## src/rtl/ether_tx_mux.sv

```systemverilog
// Multi-channel AXI-Stream to 10G MAC TX multiplexer: per-channel FIFOs, round-robin
// arbitration, one header word per frame and frame splitting at MAX_PAYLOAD_WORDS.
module ether_tx_mux #(
   parameter int CHANNEL_NUM       = 4,
   parameter int TDATA_WIDTH       = 64,
   parameter int FIFO_DEPTH        = 16,
   parameter int MAX_PAYLOAD_WORDS = 8
) (
   input  logic                               TX_ACLK,
   input  logic                               TX_ARESETN,
   input  logic [CHANNEL_NUM*TDATA_WIDTH-1:0] S_AXIS_TDATA,
   input  logic [CHANNEL_NUM-1:0]             S_AXIS_TVALID,
   input  logic [CHANNEL_NUM-1:0]             S_AXIS_TLAST,
   output logic [CHANNEL_NUM-1:0]             S_AXIS_TREADY,
   output logic [TDATA_WIDTH-1:0]             TX_M_AXIS_TDATA,
   output logic [7:0]                         TX_M_AXIS_TKEEP,
   output logic                               TX_M_AXIS_TVALID,
   output logic                               TX_M_AXIS_TLAST,
   output logic                               TX_M_AXIS_TUSER,
   input  logic                               TX_M_AXIS_TREADY,
   output logic [3:0]                         GRANT_CH,
   output logic [15:0]                        SPLIT_CNT
);

   localparam int CW = (CHANNEL_NUM > 1) ? $clog2(CHANNEL_NUM) : 1;
   localparam int AW = $clog2(FIFO_DEPTH);
   localparam int PW = $clog2(MAX_PAYLOAD_WORDS + 1);
   localparam logic [AW:0]   FULL_CNT = (AW + 1)'(FIFO_DEPTH);
   localparam logic [AW:0]   ELIG_CNT = (AW + 1)'(MAX_PAYLOAD_WORDS);
   localparam logic [PW-1:0] LAST_IDX = PW'(MAX_PAYLOAD_WORDS - 1);

   typedef enum logic [1:0] {IDLE, HEADER, PAYLOAD} state_t;

   state_t r_state, w_next;

   logic [TDATA_WIDTH:0]  r_mem  [CHANNEL_NUM][FIFO_DEPTH];
   logic [AW-1:0]         r_wptr [CHANNEL_NUM];
   logic [AW-1:0]         r_rptr [CHANNEL_NUM];
   logic [AW:0]           r_wcnt [CHANNEL_NUM];
   logic [AW:0]           r_pcnt [CHANNEL_NUM];
   logic [15:0]           r_seq  [CHANNEL_NUM];
   logic [CHANNEL_NUM-1:0] r_cont;
   logic                  r_rdy_en;
   logic [CW-1:0]         r_grant, r_ptr;
   logic [PW-1:0]         r_pay_cnt;
   logic [15:0]           r_split_cnt;

   logic [CHANNEL_NUM-1:0] w_rdy, w_wr, w_elig, w_pop_vec;
   logic [TDATA_WIDTH:0]   w_head;
   logic                   w_head_last, w_out_last, w_pop, w_frame_end, w_split;
   logic                   w_any;
   logic [CW-1:0]          w_sel;
   logic [63:0]            w_hdr;

   assign w_head      = r_mem[r_grant][r_rptr[r_grant]];
   assign w_head_last = w_head[TDATA_WIDTH];
   assign w_out_last  = w_head_last || (r_pay_cnt == LAST_IDX);
   assign w_pop       = (r_state == PAYLOAD) && TX_M_AXIS_TREADY;
   assign w_frame_end = w_pop && w_out_last;
   // A frame closed by the limit while the head word carries no TLAST is a split.
   assign w_split     = w_frame_end && !w_head_last;
   assign w_hdr       = {8'hAA, 4'h0, GRANT_CH, r_seq[r_grant], r_cont[r_grant], 31'h0};

   assign S_AXIS_TREADY   = w_rdy;
   assign TX_M_AXIS_TKEEP = 8'hFF;
   assign TX_M_AXIS_TUSER = 1'b0;
   assign GRANT_CH        = 4'(r_grant);
   assign SPLIT_CNT       = r_split_cnt;

   // NOTE: every signal written in always_comb gets a value before any branch, so no latch is inferred.
   always_comb begin
      w_rdy     = '0;
      w_wr      = '0;
      w_elig    = '0;
      w_pop_vec = '0;
      for (int c = 0; c < CHANNEL_NUM; c++) begin
         w_rdy[c]     = r_rdy_en && (r_wcnt[c] != FULL_CNT);
         w_wr[c]      = S_AXIS_TVALID[c] && w_rdy[c];
         w_elig[c]    = (r_pcnt[c] != '0) || (r_wcnt[c] >= ELIG_CNT);
         w_pop_vec[c] = w_pop && (r_grant == CW'(c));
      end
   end

   // Round-robin search starting just after the last served channel.
   always_comb begin
      logic [CW-1:0] w_cand;
      w_any  = 1'b0;
      w_sel  = '0;
      w_cand = '0;
      for (int i = 1; i <= CHANNEL_NUM; i++) begin
         w_cand = CW'((int'(r_ptr) + i) % CHANNEL_NUM);
         if (!w_any && w_elig[w_cand]) begin
            w_any = 1'b1;
            w_sel = w_cand;
         end
      end
   end

   // NOTE: FIFO storage has no reset; emptiness is defined by the pointers and counters alone.
   always_ff @(posedge TX_ACLK) begin
      for (int c = 0; c < CHANNEL_NUM; c++) begin
         if (w_wr[c]) begin
            r_mem[c][r_wptr[c]] <= {S_AXIS_TLAST[c], S_AXIS_TDATA[c*TDATA_WIDTH +: TDATA_WIDTH]};
         end
      end
   end

   // NOTE: sequential state is updated with non-blocking assignments only.
   always_ff @(posedge TX_ACLK or negedge TX_ARESETN) begin
      if (!TX_ARESETN) begin
         r_rdy_en <= 1'b0;
         for (int c = 0; c < CHANNEL_NUM; c++) begin
            r_wptr[c] <= '0;
            r_rptr[c] <= '0;
            r_wcnt[c] <= '0;
            r_pcnt[c] <= '0;
         end
      end else begin
         r_rdy_en <= 1'b1;
         for (int c = 0; c < CHANNEL_NUM; c++) begin
            if (w_wr[c])      r_wptr[c] <= r_wptr[c] + 1'b1;
            if (w_pop_vec[c]) r_rptr[c] <= r_rptr[c] + 1'b1;
            case ({w_wr[c], w_pop_vec[c]})
               2'b10:   r_wcnt[c] <= r_wcnt[c] + 1'b1;
               2'b01:   r_wcnt[c] <= r_wcnt[c] - 1'b1;
               default: ;
            endcase
            case ({w_wr[c] && S_AXIS_TLAST[c], w_pop_vec[c] && w_head_last})
               2'b10:   r_pcnt[c] <= r_pcnt[c] + 1'b1;
               2'b01:   r_pcnt[c] <= r_pcnt[c] - 1'b1;
               default: ;
            endcase
         end
      end
   end

   always_ff @(posedge TX_ACLK or negedge TX_ARESETN) begin
      if (!TX_ARESETN) r_state <= IDLE;
      else             r_state <= w_next;
   end

   always_comb begin
      w_next = r_state;
      case (r_state)
         IDLE:    if (w_any)            w_next = HEADER;
         HEADER:  if (TX_M_AXIS_TREADY) w_next = PAYLOAD;
         PAYLOAD: if (w_frame_end)      w_next = IDLE;
         default:                       w_next = IDLE;
      endcase
   end

   always_comb begin
      TX_M_AXIS_TVALID = 1'b0;
      TX_M_AXIS_TLAST  = 1'b0;
      TX_M_AXIS_TDATA  = '0;
      case (r_state)
         HEADER: begin
            TX_M_AXIS_TVALID = 1'b1;
            TX_M_AXIS_TDATA  = TDATA_WIDTH'(w_hdr);
         end
         PAYLOAD: begin
            TX_M_AXIS_TVALID = 1'b1;
            TX_M_AXIS_TDATA  = w_head[TDATA_WIDTH-1:0];
            TX_M_AXIS_TLAST  = w_out_last;
         end
         default: ;
      endcase
   end

   always_ff @(posedge TX_ACLK or negedge TX_ARESETN) begin
      if (!TX_ARESETN) begin
         r_grant     <= '0;
         r_ptr       <= CW'(CHANNEL_NUM - 1);
         r_pay_cnt   <= '0;
         r_cont      <= '0;
         r_split_cnt <= '0;
         for (int c = 0; c < CHANNEL_NUM; c++) r_seq[c] <= '0;
      end else begin
         if (r_state == IDLE && w_any) r_grant <= w_sel;
         if (r_state == HEADER)        r_pay_cnt <= '0;
         else if (w_pop)               r_pay_cnt <= r_pay_cnt + 1'b1;
         if (w_frame_end) begin
            r_ptr           <= r_grant;
            r_seq[r_grant]  <= r_seq[r_grant] + 16'd1;
            r_cont[r_grant] <= w_split;
            if (w_split && r_split_cnt != 16'hFFFF) r_split_cnt <= r_split_cnt + 16'd1;
         end
      end
   end

endmodule

```

## config.mk

```make
export PLATFORM = sky130hd
export DESIGN_NAME = ether_tx_mux
export DESIGN_NICKNAME = d
export VERILOG_FILES = /design/src/rtl/ether_tx_mux.sv
export SDC_FILE = /design/constraint.sdc
export NUM_CORES = 2
export LEC_CHECK = 0
export CORE_MARGIN = 2
export CORE_UTILIZATION = 48
export DETAILED_ROUTE_END_ITERATION = 10
export DONT_BUFFER_PORTS = 1
export PLACE_DENSITY_LB_ADDON = 0.2
export SETUP_SLACK_MARGIN = 0.4
export SLEW_MARGIN = 20
export SYNTH_ARGS = -nofsm -noshare
export SYNTH_HDL_FRONTEND = slang
export SYNTH_MEMORY_MAX_BITS = 65536
export SYNTH_SLANG_ARGS = --single-unit
```

## constraint.sdc

```tcl
create_clock -name TX_ACLK -period 10.24 [get_ports TX_ACLK]
set_input_delay 0.512 -clock TX_ACLK [delete_from_list [all_inputs] [get_ports TX_ACLK]]
set_output_delay 0.512 -clock TX_ACLK [all_outputs]
set_load 0.03 [all_outputs]
```

==> flow_metrics.env <==
export IMPL_ioPinCount=366
export IMPL_slowest_stage="dfrtp_4"
export IMPL_grt_start_max_net_pins=168
export IMPL_routed_wl_um=532000
export IMPL_path_clk_slew_ns=0.06
export IMPL_ys_warnings_count=0
export IMPL_portBuffers=0
export IMPL_via_per_inst=6.76
export IMPL_fin_skew_ns=0.0869
export IMPL_ys_seq_area_share_pct=77.1
export IMPL_setup_tns_ns=0
export IMPL_die_area_um2=354000
export IMPL_slew_headroom_pct=16.5
export IMPL_rows=216
export IMPL_drt_iter0_drc=13300
export IMPL_area_growth_pct=14.1
export IMPL_final_layout_size_suffix_gt1_share_pct=29.9
export IMPL_cpPeakStageDelay_ns=0.97
export IMPL_route_met3_wl_um=60400
export IMPL_min_from="S_AXIS_TVALID[0]"
export IMPL_reg2reg_slack_ns=4.22
export IMPL_p_leak_nw=60.0
export IMPL_clock_sinks=4327
export IMPL_slew_violations=0
export IMPL_dpl_hpwl_um=269000
export IMPL_wl_met2_um=251000
export IMPL_postSynth_asyncResetShare_pct=3.86
export IMPL_dp_slack_ns=3.92
export IMPL_vdd_ir_drop_max_mv=0.342
export IMPL_grt_pass1_vias=84000
export IMPL_maxCapViolCount=0
export IMPL_grt_pass1_wl_um=723000
export IMPL_cts_tree="done"
export IMPL_synth_avg_cell_area_um2=24.0
export IMPL_ctsResizeCount=0
export IMPL_holdPathStages=3
export IMPL_critPathCaptureType="output pin"
export IMPL_postRouteAntennaNets=0
export IMPL_rsz0062_at_grt="no"
export IMPL_grt_ovfl_total=0
export IMPL_wl_per_cell_um=42.4
export IMPL_period_share_pct=70.7
export IMPL_synth_fa_ha_area_share_pct=0.466
export IMPL_path_cells="buf_12 -> buf_12 -> buf_4 -> mux4_2 -> mux4_2 -> mux2_2 -> a21oi_1 -> o21ai_0 -> buf_4"
export IMPL_synth_edf_count=4160
export IMPL_synth_top_family_by_area="multiplexers"
export IMPL_r2r_end="r_pcnt[4]"
export IMPL_worst_pin_slew_ns=1.25
export IMPL_place_area_um2=174000
export IMPL_dr_max_layer_used="met5"
export IMPL_power_density_nw_per_um2=268
export IMPL_fin_nets=7882
export IMPL_stdcell_count=12500
export IMPL_min_to="r_wptr[13]"
export IMPL_clkLatencyLatePin_ns=1.00
export IMPL_required_ns=9.73
export IMPL_r2r_cells=15
export IMPL_synth_cell_type_count=58
export IMPL_synth_cells=6975
export IMPL_yosys_area_share_simple_pct=1.10
export IMPL_wl_met1_um=202000
export IMPL_initial_core_util_pct=48.3
export IMPL_fin_ws_ns=3.00
export IMPL_htree_num_levels=5
export IMPL_r2r_start="r_grant[1]"
export IMPL_stdcell_area_um2=191000
export IMPL_status="finished clean"
export IMPL_dp_cells=11400
export IMPL_synth_compound_area_share_pct=0.852
export IMPL_cts_made_buffers=445
export IMPL_cts_root_buf="clkbuf_16"
export IMPL_synth_mux_area_share_pct=18.9
export IMPL_n_fill_cell=25500
export IMPL_core_area_um2=347000
export IMPL_vias=84800
export IMPL_ys_flop_type="edfxtp_1"
export IMPL_die_h_um=595
export IMPL_drc=0
export IMPL_synthXorXnorAreaFrac_pct=0.538
export IMPL_ys_ff_latch=4327
export IMPL_antenna_found_initial=102
export IMPL_first_pass_iters=6
export IMPL_finalSetupViolations=0
export IMPL_place_congestion=0.780
export IMPL_holdCritPathClass="in2reg"
export IMPL_startpoint_type="flop"
export IMPL_worstPathArrival_ns=6.73
export IMPL_crit_type="reg2out"
export IMPL_fmax_ghz=0.138
export IMPL_die_w_um=595
export IMPL_hold_slack_ns=0.0745
export IMPL_worst_path_max_fanout=104
export IMPL_path_buf_inv=4
export IMPL_min_period_ns=7.24
export IMPL_track_usage_pct=29.9
export IMPL_critPathTopFamily="buffers and inverters"
export IMPL_cts_buffer_depth=4
export IMPL_final_hold_violation_count=0
export IMPL_synth_area_um2=168000
## routing by layer
| metal | up-vias | GRT usage, % |
|---|---|---|
| met1 | 46400 | 42.4 |
| met3 | 1038 | 6.59 |
| met4 | 72 | 9.02 |
| met2 | 6166 | 46.7 |
| met5 | - | 0.581 |
| li1 | 31100 | - |
## worst max path at each step
stage / start / end / slack, ns / depth (start not counted)
floorplan: r_wcnt[5] / r_mem[2][780] / 3.52 / 6
global route: r_grant[0] / TX_M_AXIS_TDATA[57] / 2.67 / 9
detailed placement: r_grant[0] / TX_M_AXIS_TDATA[57] / 3.92 / 9
finish: r_grant[0] / TX_M_AXIS_TDATA[57] / 3.00 / 9
global placement: r_grant[0] / TX_M_AXIS_TDATA[32] / 3.90 / 8
CTS: r_grant[0] / TX_M_AXIS_TDATA[57] / 2.86 / 9
## registers in the layout, summed over array words and instances (netlist names)
name	cells
r_mem	4160
r_seq	64
r_pcnt	20
r_wcnt	20
SPLIT_CNT	16
r_rptr	16
r_wptr	16
r_cont	4
r_pay_cnt	4
r_grant	2
r_ptr	2
r_state	2
r_rdy_en	1
## cells by family after synthesis
family,Yosys count
flops,4327
mux,1490
buf+inv,412
simple gates,364
compound gates,217
xor+xnor,103
fa+ha+maj,60
other cells,2
## placed cells by master (no fill, tap or decap), types with 65 or more instances in the layout
cell	instances
a211oi_1	74
mux2i_1	69
nand2_1	88
mux4_2	1312
buf_4	199
edfxtp_1	4160
clkinv_2	98
dlygate4sd3_1	262
clkbuf_16	450
mux2_2	73
nor2_1	65
dfrtp_1	163
clkinv_1	106
clkbuf_1	92
## worst min-delay path, cell delays in order
cell and delay (ns):
and2_1 0.29, nand2_1 0.13, o21ai_0 0.08
## metrics by stage
step	power, mW	utilization [%]
5_1_grt	52.7	55.1
2_1_floorplan	31.2	-
3_3_place_gp	35.1	50.2
3_5_place_dp	35.2	50.2
4_1_cts	51.3	55.1
6_report	51.1	55.1
## cells in the mapped netlist (54+ instances only)
master / n / area, um^2
edfxtp_1: 4160 / 125000
buf_2: 132 / 661
dfrtp_1: 165 / 4130
mux2_2: 73 / 822
ha_1: 56 / 701
clkbuf_1: 197 / 739
mux4_2: 1316 / 29600
a21oi_1: 54 / 270
nand2_1: 89 / 334
a211oi_1: 82 / 616
mux2i_1: 69 / 691
xnor2_1: 56 / 490
nor2_1: 89 / 334
## timing repair
action,in CTS,in global routing
hold buffers,263,0
hold endpoints to repair,4337,0
setup buffers,0,0
## where the power goes
group | total [mW] | switching [mW] | internal (mW)
logic | 14.4 | 7.69 | 6.73
registers | 20.8 | 0.433 | 20.4
clock network | 15.9 | 6.89 | 8.99
total | 51.1 | 15.0 | 36.1
## cell type report
cell class | instances | area [um^2] | share of cell area [%]
sequential | 4327 | 129000 | 67.6
multi-input combinational | 2246 | 37000 | 19.4
clock buffer | 546 | 11700 | 6.10
inverter | 38 | 143 | 0.0746
tap | 4578 | 5730 | 3.00
timing repair buffer | 497 | 4840 | 2.53
clock inverter | 275 | 2510 | 1.31
antenna | 28 | 70.1 | 0.0367
Note: power is estimated with default switching activity, not from simulation.
